$ cat config.mk
export PLATFORM = sky130hd
export DESIGN_NAME = uart_rx_oversampler
export DESIGN_NICKNAME = d
export VERILOG_FILES = /design/src/rtl/uart_rx_oversampler_pkg.sv /design/src/rtl/uart_rx_oversampler_rx_sync.sv /design/src/rtl/uart_rx_oversampler.sv
export SDC_FILE = /design/constraint.sdc
export NUM_CORES = 1
export LEC_CHECK = 0
export CAP_MARGIN = 20
export CORE_UTILIZATION = 38
export CTS_BUF_LIST = sky130_fd_sc_hd__clkbuf_4 sky130_fd_sc_hd__clkbuf_8
export CTS_CLUSTER_DIAMETER = 50
export CTS_CLUSTER_SIZE = 20
export DETAILED_ROUTE_END_ITERATION = 10
export PLACE_DENSITY = 0.56
export SYNTH_ARGS = -nofsm -noshare
export SYNTH_HDL_FRONTEND = slang
export SYNTH_HIERARCHICAL = 1
export SYNTH_SLANG_ARGS = --single-unit
export TNS_END_PERCENT = 20
$ cat constraint.sdc
create_clock -name clk -period 2 [get_ports clk]
set_input_delay 0.3 -clock clk [delete_from_list [all_inputs] [get_ports clk]]
set_output_delay 0.3 -clock clk [all_outputs]
set_load 0.02 [all_outputs]
$ cat src/rtl/uart_rx_oversampler_pkg.sv
// Shared definitions for the oversampling UART receiver: FSM encoding,
// sample-point positions within a bit period and the majority voter.
package uart_rx_oversampler_pkg;

  typedef enum logic [1:0] {
    IDLE  = 2'd0,
    START = 2'd1,
    DATA  = 2'd2,
    STOP  = 2'd3
  } rx_state_e;

  // Tick-counter values at which the line is sampled; the bit value is
  // decided on the SAMPLE_DECIDE tick using the two earlier samples.
  localparam logic [3:0] SAMPLE_A      = 4'd7;
  localparam logic [3:0] SAMPLE_B      = 4'd8;
  localparam logic [3:0] SAMPLE_DECIDE = 4'd9;

  function automatic logic majority3(input logic a, input logic b, input logic c);
    return (a & b) | (a & c) | (b & c);
  endfunction

endpackage

$ cat src/rtl/uart_rx_oversampler_rx_sync.sv
// Two-flop synchronizer for the asynchronous rx line. Both flops reset to
// the idle level so no false start edge is seen coming out of reset.
module rx_sync (
  input  logic clk,
  input  logic rst,
  input  logic d_i,
  output logic q_o
);

  logic meta_q;
  logic sync_q;

  // Shift the raw line through two flops to settle metastability.
  // NOTE: sequential state always uses <=, so every flop samples the
  // pre-edge value of the others and the chain stays two stages deep.
  always_ff @(posedge clk or posedge rst) begin
    if (rst) begin
      meta_q <= 1'b1;
      sync_q <= 1'b1;
    end else begin
      meta_q <= d_i;
      sync_q <= meta_q;
    end
  end

  assign q_o = sync_q;

endmodule

$ cat src/rtl/uart_rx_oversampler.sv
// UART receiver that oversamples each bit on a 16x-baud tick, votes 2-of-3
// around mid-bit, and hands completed bytes to a consumer with ack.
module uart_rx_oversampler
  import uart_rx_oversampler_pkg::*;
#(
  parameter int DATA_BITS  = 8,
  parameter int OVERSAMPLE = 16
) (
  input  logic                 clk,
  input  logic                 rst,
  input  logic                 clk_16bd,
  input  logic                 rx,
  input  logic                 ack,
  output logic [DATA_BITS-1:0] data_out,
  output logic                 data_out_valid,
  output logic                 frame_err,
  output logic                 overrun,
  output logic                 busy
);

  localparam int         BIT_W     = (DATA_BITS > 1) ? $clog2(DATA_BITS) : 1;
  localparam logic [3:0] TICK_WRAP = 4'(OVERSAMPLE - 1);
  localparam logic [BIT_W-1:0] LAST_BIT = BIT_W'(DATA_BITS - 1);

  rx_state_e            state_q, state_d;
  logic [3:0]           cnt_q, cnt_d;
  logic [BIT_W-1:0]     bit_q, bit_d;
  logic [DATA_BITS-1:0] shift_q, shift_d;
  logic [DATA_BITS-1:0] data_q, data_d;
  logic                 samp_a_q, samp_a_d;
  logic                 samp_b_q, samp_b_d;
  logic                 valid_q, valid_d;
  logic                 fe_q, fe_d;
  logic                 ov_q, ov_d;
  logic                 busy_q;
  logic                 rx_prev_q;
  logic                 bd_prev_q;

  logic rx_s;
  logic tick;
  logic rx_fall;
  logic decide;
  logic wrap;
  logic maj;

  rx_sync u_rx_sync (
    .clk (clk),
    .rst (rst),
    .d_i (rx),
    .q_o (rx_s)
  );

  assign tick    = clk_16bd & ~bd_prev_q;
  assign rx_fall = rx_prev_q & ~rx_s;
  assign decide  = tick && (cnt_q == SAMPLE_DECIDE);
  assign wrap    = tick && (cnt_q == TICK_WRAP);
  assign maj     = majority3(samp_a_q, samp_b_q, rx_s);

  // State register.
  always_ff @(posedge clk or posedge rst) begin
    if (rst) state_q <= IDLE;
    else     state_q <= state_d;
  end

  // Next-state logic: start edge, glitch rejection, bit counting, mid-stop exit.
  // NOTE: every comb output gets a default first so no path leaves it
  // unassigned, which would otherwise infer a latch.
  always_comb begin
    state_d = state_q;
    unique case (state_q)
      IDLE:  if (rx_fall) state_d = START;
      START: begin
        if (decide && maj) state_d = IDLE;
        else if (wrap)     state_d = DATA;
      end
      DATA:  if (wrap && (bit_q == LAST_BIT)) state_d = STOP;
      STOP:  if (decide) state_d = IDLE;
      default: state_d = IDLE;
    endcase
  end

  // Datapath next values: tick counter, samples, shift register, output handshake.
  always_comb begin
    cnt_d    = cnt_q;
    bit_d    = bit_q;
    shift_d  = shift_q;
    samp_a_d = samp_a_q;
    samp_b_d = samp_b_q;
    data_d   = data_q;
    valid_d  = valid_q;
    fe_d     = 1'b0;
    ov_d     = 1'b0;

    if (state_q == IDLE)  cnt_d = 4'd0;
    else if (tick)        cnt_d = wrap ? 4'd0 : cnt_q + 4'd1;

    if (tick && (cnt_q == SAMPLE_A)) samp_a_d = rx_s;
    if (tick && (cnt_q == SAMPLE_B)) samp_b_d = rx_s;

    if (state_q == START && wrap) bit_d = '0;
    if (state_q == DATA  && wrap) bit_d = bit_q + BIT_W'(1);

    if (state_q == DATA && decide) shift_d = {maj, shift_q[DATA_BITS-1:1]};

    // Consumer ack retires the held byte; a byte completing this cycle wins.
    if (valid_q && ack) valid_d = 1'b0;

    if (state_q == STOP && decide) begin
      if (maj) begin
        data_d  = shift_q;
        valid_d = 1'b1;
        ov_d    = valid_q & ~ack;
      end else begin
        fe_d = 1'b1;
      end
    end
  end

  // Datapath and edge-detect registers.
  always_ff @(posedge clk or posedge rst) begin
    if (rst) begin
      cnt_q     <= 4'd0;
      bit_q     <= '0;
      shift_q   <= '0;
      samp_a_q  <= 1'b1;
      samp_b_q  <= 1'b1;
      data_q    <= '0;
      valid_q   <= 1'b0;
      fe_q      <= 1'b0;
      ov_q      <= 1'b0;
      busy_q    <= 1'b0;
      rx_prev_q <= 1'b1;
      bd_prev_q <= 1'b0;
    end else begin
      cnt_q     <= cnt_d;
      bit_q     <= bit_d;
      shift_q   <= shift_d;
      samp_a_q  <= samp_a_d;
      samp_b_q  <= samp_b_d;
      data_q    <= data_d;
      valid_q   <= valid_d;
      fe_q      <= fe_d;
      ov_q      <= ov_d;
      busy_q    <= (state_d != IDLE);
      rx_prev_q <= rx_s;
      bd_prev_q <= clk_16bd;
    end
  end

  assign data_out       = data_q;
  assign data_out_valid = valid_q;
  assign frame_err      = fe_q;
  assign overrun        = ov_q;
  assign busy           = busy_q;

endmodule

==> results.md <==
- The number of cells on the worst reg-to-reg path is 5.
- The net count after synthesis is 134.
- The deepest clock path buffer count is 2.
- The number of standard cells in the layout, taps in and fillers out is 198.
- The initial antenna violation count is 0.
- The final weighted congestion in routability-driven placement is 0.7209.
- The worst register-to-register path ends at data_out[6].
- The sort of element at the start of the critical path is a register.
- Setup repair after global routing left no endpoint under its margin.
- The number of endpoints with negative hold slack in the final report is 0.
- The transition time of the tightest slew-check pin is 0.5424 ns.
- The run finished with clean final reports.
- The floorplan step set the die height to 67.20 microns.
- The simple-gate share of the synthesized area is 14.48%.
- The DRC violation count after routing is 0.
- The initial standard-cell utilization of the core is 40.09%.
- The post-layout minimum cycle time is 1.670 ns.
- The Yosys step of the flow raised 6 warnings.
- In this run the post-CTS setup repair buffer count came out at 0.
- The number of cell rows is 23.
- The maximum fanout count along the critical path is 10.
- The CTS tree is built.
- Setup violations remaining at the end of the flow were counted as 0.
- 0 antenna diodes ended up in the layout.
- The worst min-delay path endpoint is u_rx_sync/q_o.
- Summing the areas of all compound-gate instances in the mapped netlist gives 8.056% of the synthesized area.
- For this design the ratio of total power to cell area is 877.3 nW/um^2.
- The count of TritonRoute iterations in the first routing pass is 4.
- The worst setup path is of the register to register kind.
- The sequential fraction of the synthesis area is 54.61%.
- Hold repair after CTS inserted 0 buffers.
- The global router's overall resource usage is 14.66%.
- The first global-routing pass estimated 4781 microns of wire.
- After detailed placement, the total cell area comes to 1846 sq um.
- The cell area after layout is 1934 sq um.
- The share of synthesized registers carrying an async set or reset is 100.0%.
- The multiplexer share of the synthesized area is 15.10%.
- The achievable frequency is 598.8 MHz.
- For this design, the sink count on the clock tree is 35.
- Setup slack on the critical path of the routed design comes to 0.3300 ns.
- The reported max-cap violation count is 0.
- The final setup TNS is 0 ns.
- The adder and majority gate portion of the synthesized area is 3.873%.
- Dividing the final minimum period by the clock period gives 83.50%.
- The path class of the tightest hold or removal check is register to register.
- The sum of routed wire length over all layers is 2770 microns.
- The fraction of synthesized cell area in xor and xnor cells is 0.5422%.
- In this run, synthesis inferred 0 flip-flops with an integrated enable.
- The quantity of gates resized following cts is 0.
- The via count of the first global-routing pass came to 1013.
- The remaining number of nets flagged by the antenna check after routing is 0.
- Setup slack on the worst reg-to-reg path comes out at 0.33 ns.
- Headroom to the max-slew limit came out at 62.91%.
- The placeable core area is 4029 sq um.
- Clock tree synthesis selected as its root buffer the cell sky130_fd_sc_hd__clkbuf_8.
- The number of clock buffers inserted by TritonCTS is 5.
- Measured on the finished design, the core utilization comes to 48.01%.
- The pin count of the biggest net entering global routing is 34.
- IR analysis of the VDD net gives a maximum drop of 0.4343 mV.
- The insertion delay to the later sink of the worst-skew pair is 0.28 ns.
- For this design the top-level I/O count stands at 17.
- The setup slack after placement is 0.05235 ns.
- Clock-pin slew was measured on the worst setup and hold paths at 0.07 ns.
- Relative to the synthesized area, the layout overhead comes to 19.75%.
- The arrival time at the worst endpoint is 1.83 ns.
- The average instance area after synthesis is 13.03 sq um.
- Dividing the detail-routed wire length by the instance count gives 13.99 microns.
- The floorplan step defined a die boundary enclosing 4516 sq um.
- The post-route clock skew is 0.005911 ns.
- The predominant post-synthesis flop cell is sky130_fd_sc_hd__dfrtp_1.
- The post-synthesis instance area is 1615 sq um.
- The total global routing overflow is 0.
- The detailed router finished its first iteration with 22 violations.
- The number of H-tree branching levels is 2.
- The worst setup path is captured at a register.
- The post-route netlist has 27.70% of its cells at a drive strength greater than 1.
- The sum of net half-perimeters after detailed placement is 1969 microns.
- The startpoint of the tightest hold check path is u_rx_sync/meta_q.
- The routed layout has 1002 vias.
- The number of instances in the placed design is 190.
- The number of buffers added on ports is 16.
- The floorplan step set the die width to 67.20 microns.
- Synthesis instantiated 36 different standard cells from the library.
- The static leakage is 0.8981 nW.
- The required time of the critical path is 2.16 ns.
- The net count of the finished layout is 157.
- The worst hold path passes through 0 cells.
- The startpoint of the lowest-slack register-to-register path is cnt_q[2].
- After synthesis the netlist holds a flip-flop and latch count of 35.
- The main combinational cell family by area after synthesis is multiplexers.
- Synthesis handed over a netlist of 124 instances.
- The average vias per placed instance is 5.061.
- The count of pins over their slew limit is 0.
## how the worst max path moves through the flow
| stage | from | slack [ns] | to |
|---|---|---|---|
| after floorplan | cnt_q[2] | 0.44 | data_out[0] |
| after global placement | clk_16bd | 0.08 | data_out[6] |
| after detailed placement | clk_16bd | 0.05 | data_out[3] |
| after CTS | cnt_q[2] | 0.33 | data_out[6] |
| after global routing | state_q[0] | 0.16 | busy |
| final | cnt_q[2] | 0.33 | data_out[6] |
## synth_stat cells, types with 2 or more instances
cell type	n	share of area (%)
sky130_fd_sc_hd__nor2_1	6	1.4
sky130_fd_sc_hd__a21o_1	2	0.93
sky130_fd_sc_hd__mux2_4	8	7.4
sky130_fd_sc_hd__dfrtp_1	30	46
sky130_fd_sc_hd__inv_1	5	1.2
sky130_fd_sc_hd__a22o_1	4	2.2
sky130_fd_sc_hd__nand3_1	5	1.5
sky130_fd_sc_hd__a21oi_1	4	1.2
sky130_fd_sc_hd__ha_1	5	3.9
sky130_fd_sc_hd__dfstp_2	5	8.1
sky130_fd_sc_hd__and3_1	2	0.77
sky130_fd_sc_hd__nor2b_1	2	0.77
sky130_fd_sc_hd__buf_2	3	0.93
sky130_fd_sc_hd__mux2_2	11	7.7
sky130_fd_sc_hd__nand2b_1	2	0.77
sky130_fd_sc_hd__nand2_1	9	2.1
sky130_fd_sc_hd__o21ai_0	2	0.62
## registers in the layout, indices dropped and copies added, names as in the netlist, 2 cells and up
register and count:
data_out 8, shift_q 8, cnt_q 4, bit_q 3, state_q 2
## cells by family after synthesis
kind of cell             Yosys count
AO/OA/AOI/OAI                     18
XOR/XNOR                           1
adder cells (fa/ha/maj)            5
buffers and inverters              9
flip-flops                        35
multiplexers                      19
AND/OR/NAND/NOR                   37
## through the flow
stage | hold slack [ns] | power (mW)
2_1_floorplan | 0.2115 | 1.123
3_3_place_gp | 0.3487 | 1.200
3_5_place_dp | 0.3473 | 1.205
4_1_cts | 0.3603 | 1.719
5_1_grt | 0.3656 | 1.815
6_report | 0.3569 | 1.697
## critical path: stages, from the launching register on
cell,delay (ns)
sky130_fd_sc_hd__dfrtp_1,0.44
sky130_fd_sc_hd__and4bb_4,0.37
sky130_fd_sc_hd__nand4_4,0.13
sky130_fd_sc_hd__nor2b_4,0.16
sky130_fd_sc_hd__buf_12,0.15
sky130_fd_sc_hd__mux2_4,0.30
## cell type report
cell class	instances	area, sq um
Inverter	5	18.77
Clock buffer	7	83.83
Tap cell	50	62.56
Timing Repair Buffer	20	202.7
Sequential cell	35	882.1
Multi-Input combinational cell	80	679.4
Fill cell	368	2095
Clock inverter	1	5.005
## power breakdown
part / total (mW) / switching, mW / leakage [nW] / internal (mW)
registers: 0.906 / 0.107 / 0.451 / 0.799
logic: 0.284 / 0.141 / 0.398 / 0.143
clock network: 0.507 / 0.236 / 0.0491 / 0.271
total: 1.70 / 0.485 / 0.898 / 1.21
## layout by cell type (no fill, tap or decap), types with 2 or more instances in the layout
master | Yosys | routed
sky130_fd_sc_hd__ha_1 | 5 | 5
sky130_fd_sc_hd__a22o_1 | 4 | 4
sky130_fd_sc_hd__buf_4 | 0 | 3
sky130_fd_sc_hd__dfstp_2 | 5 | 5
sky130_fd_sc_hd__nor2_1 | 6 | 6
sky130_fd_sc_hd__inv_1 | 5 | 5
sky130_fd_sc_hd__nand3_1 | 5 | 5
sky130_fd_sc_hd__o21ai_0 | 2 | 2
sky130_fd_sc_hd__mux2_2 | 11 | 11
sky130_fd_sc_hd__dfrtp_1 | 30 | 30
sky130_fd_sc_hd__mux2_4 | 8 | 8
sky130_fd_sc_hd__nor2b_1 | 2 | 2
sky130_fd_sc_hd__a21oi_1 | 4 | 4
sky130_fd_sc_hd__clkbuf_8 | 0 | 5
sky130_fd_sc_hd__and3_1 | 2 | 2
sky130_fd_sc_hd__nand2_1 | 9 | 9
sky130_fd_sc_hd__clkbuf_4 | 0 | 2
sky130_fd_sc_hd__clkdlybuf4s50_1 | 0 | 16
sky130_fd_sc_hd__a21o_1 | 2 | 2
sky130_fd_sc_hd__nand2b_1 | 2 | 2
## per-layer routing
metal / GRT usage [%] / vias up / share of wire (%)
met2: 21.00 / 15 / 47
met1: 20.24 / 492 / 49
met4: 3.989 / 0 / 1.1
met3: 6.081 / 5 / 2.6
met5: 0 / - / 0
li1: - / 490 / -
Note: power is estimated with default switching activity, not from simulation.
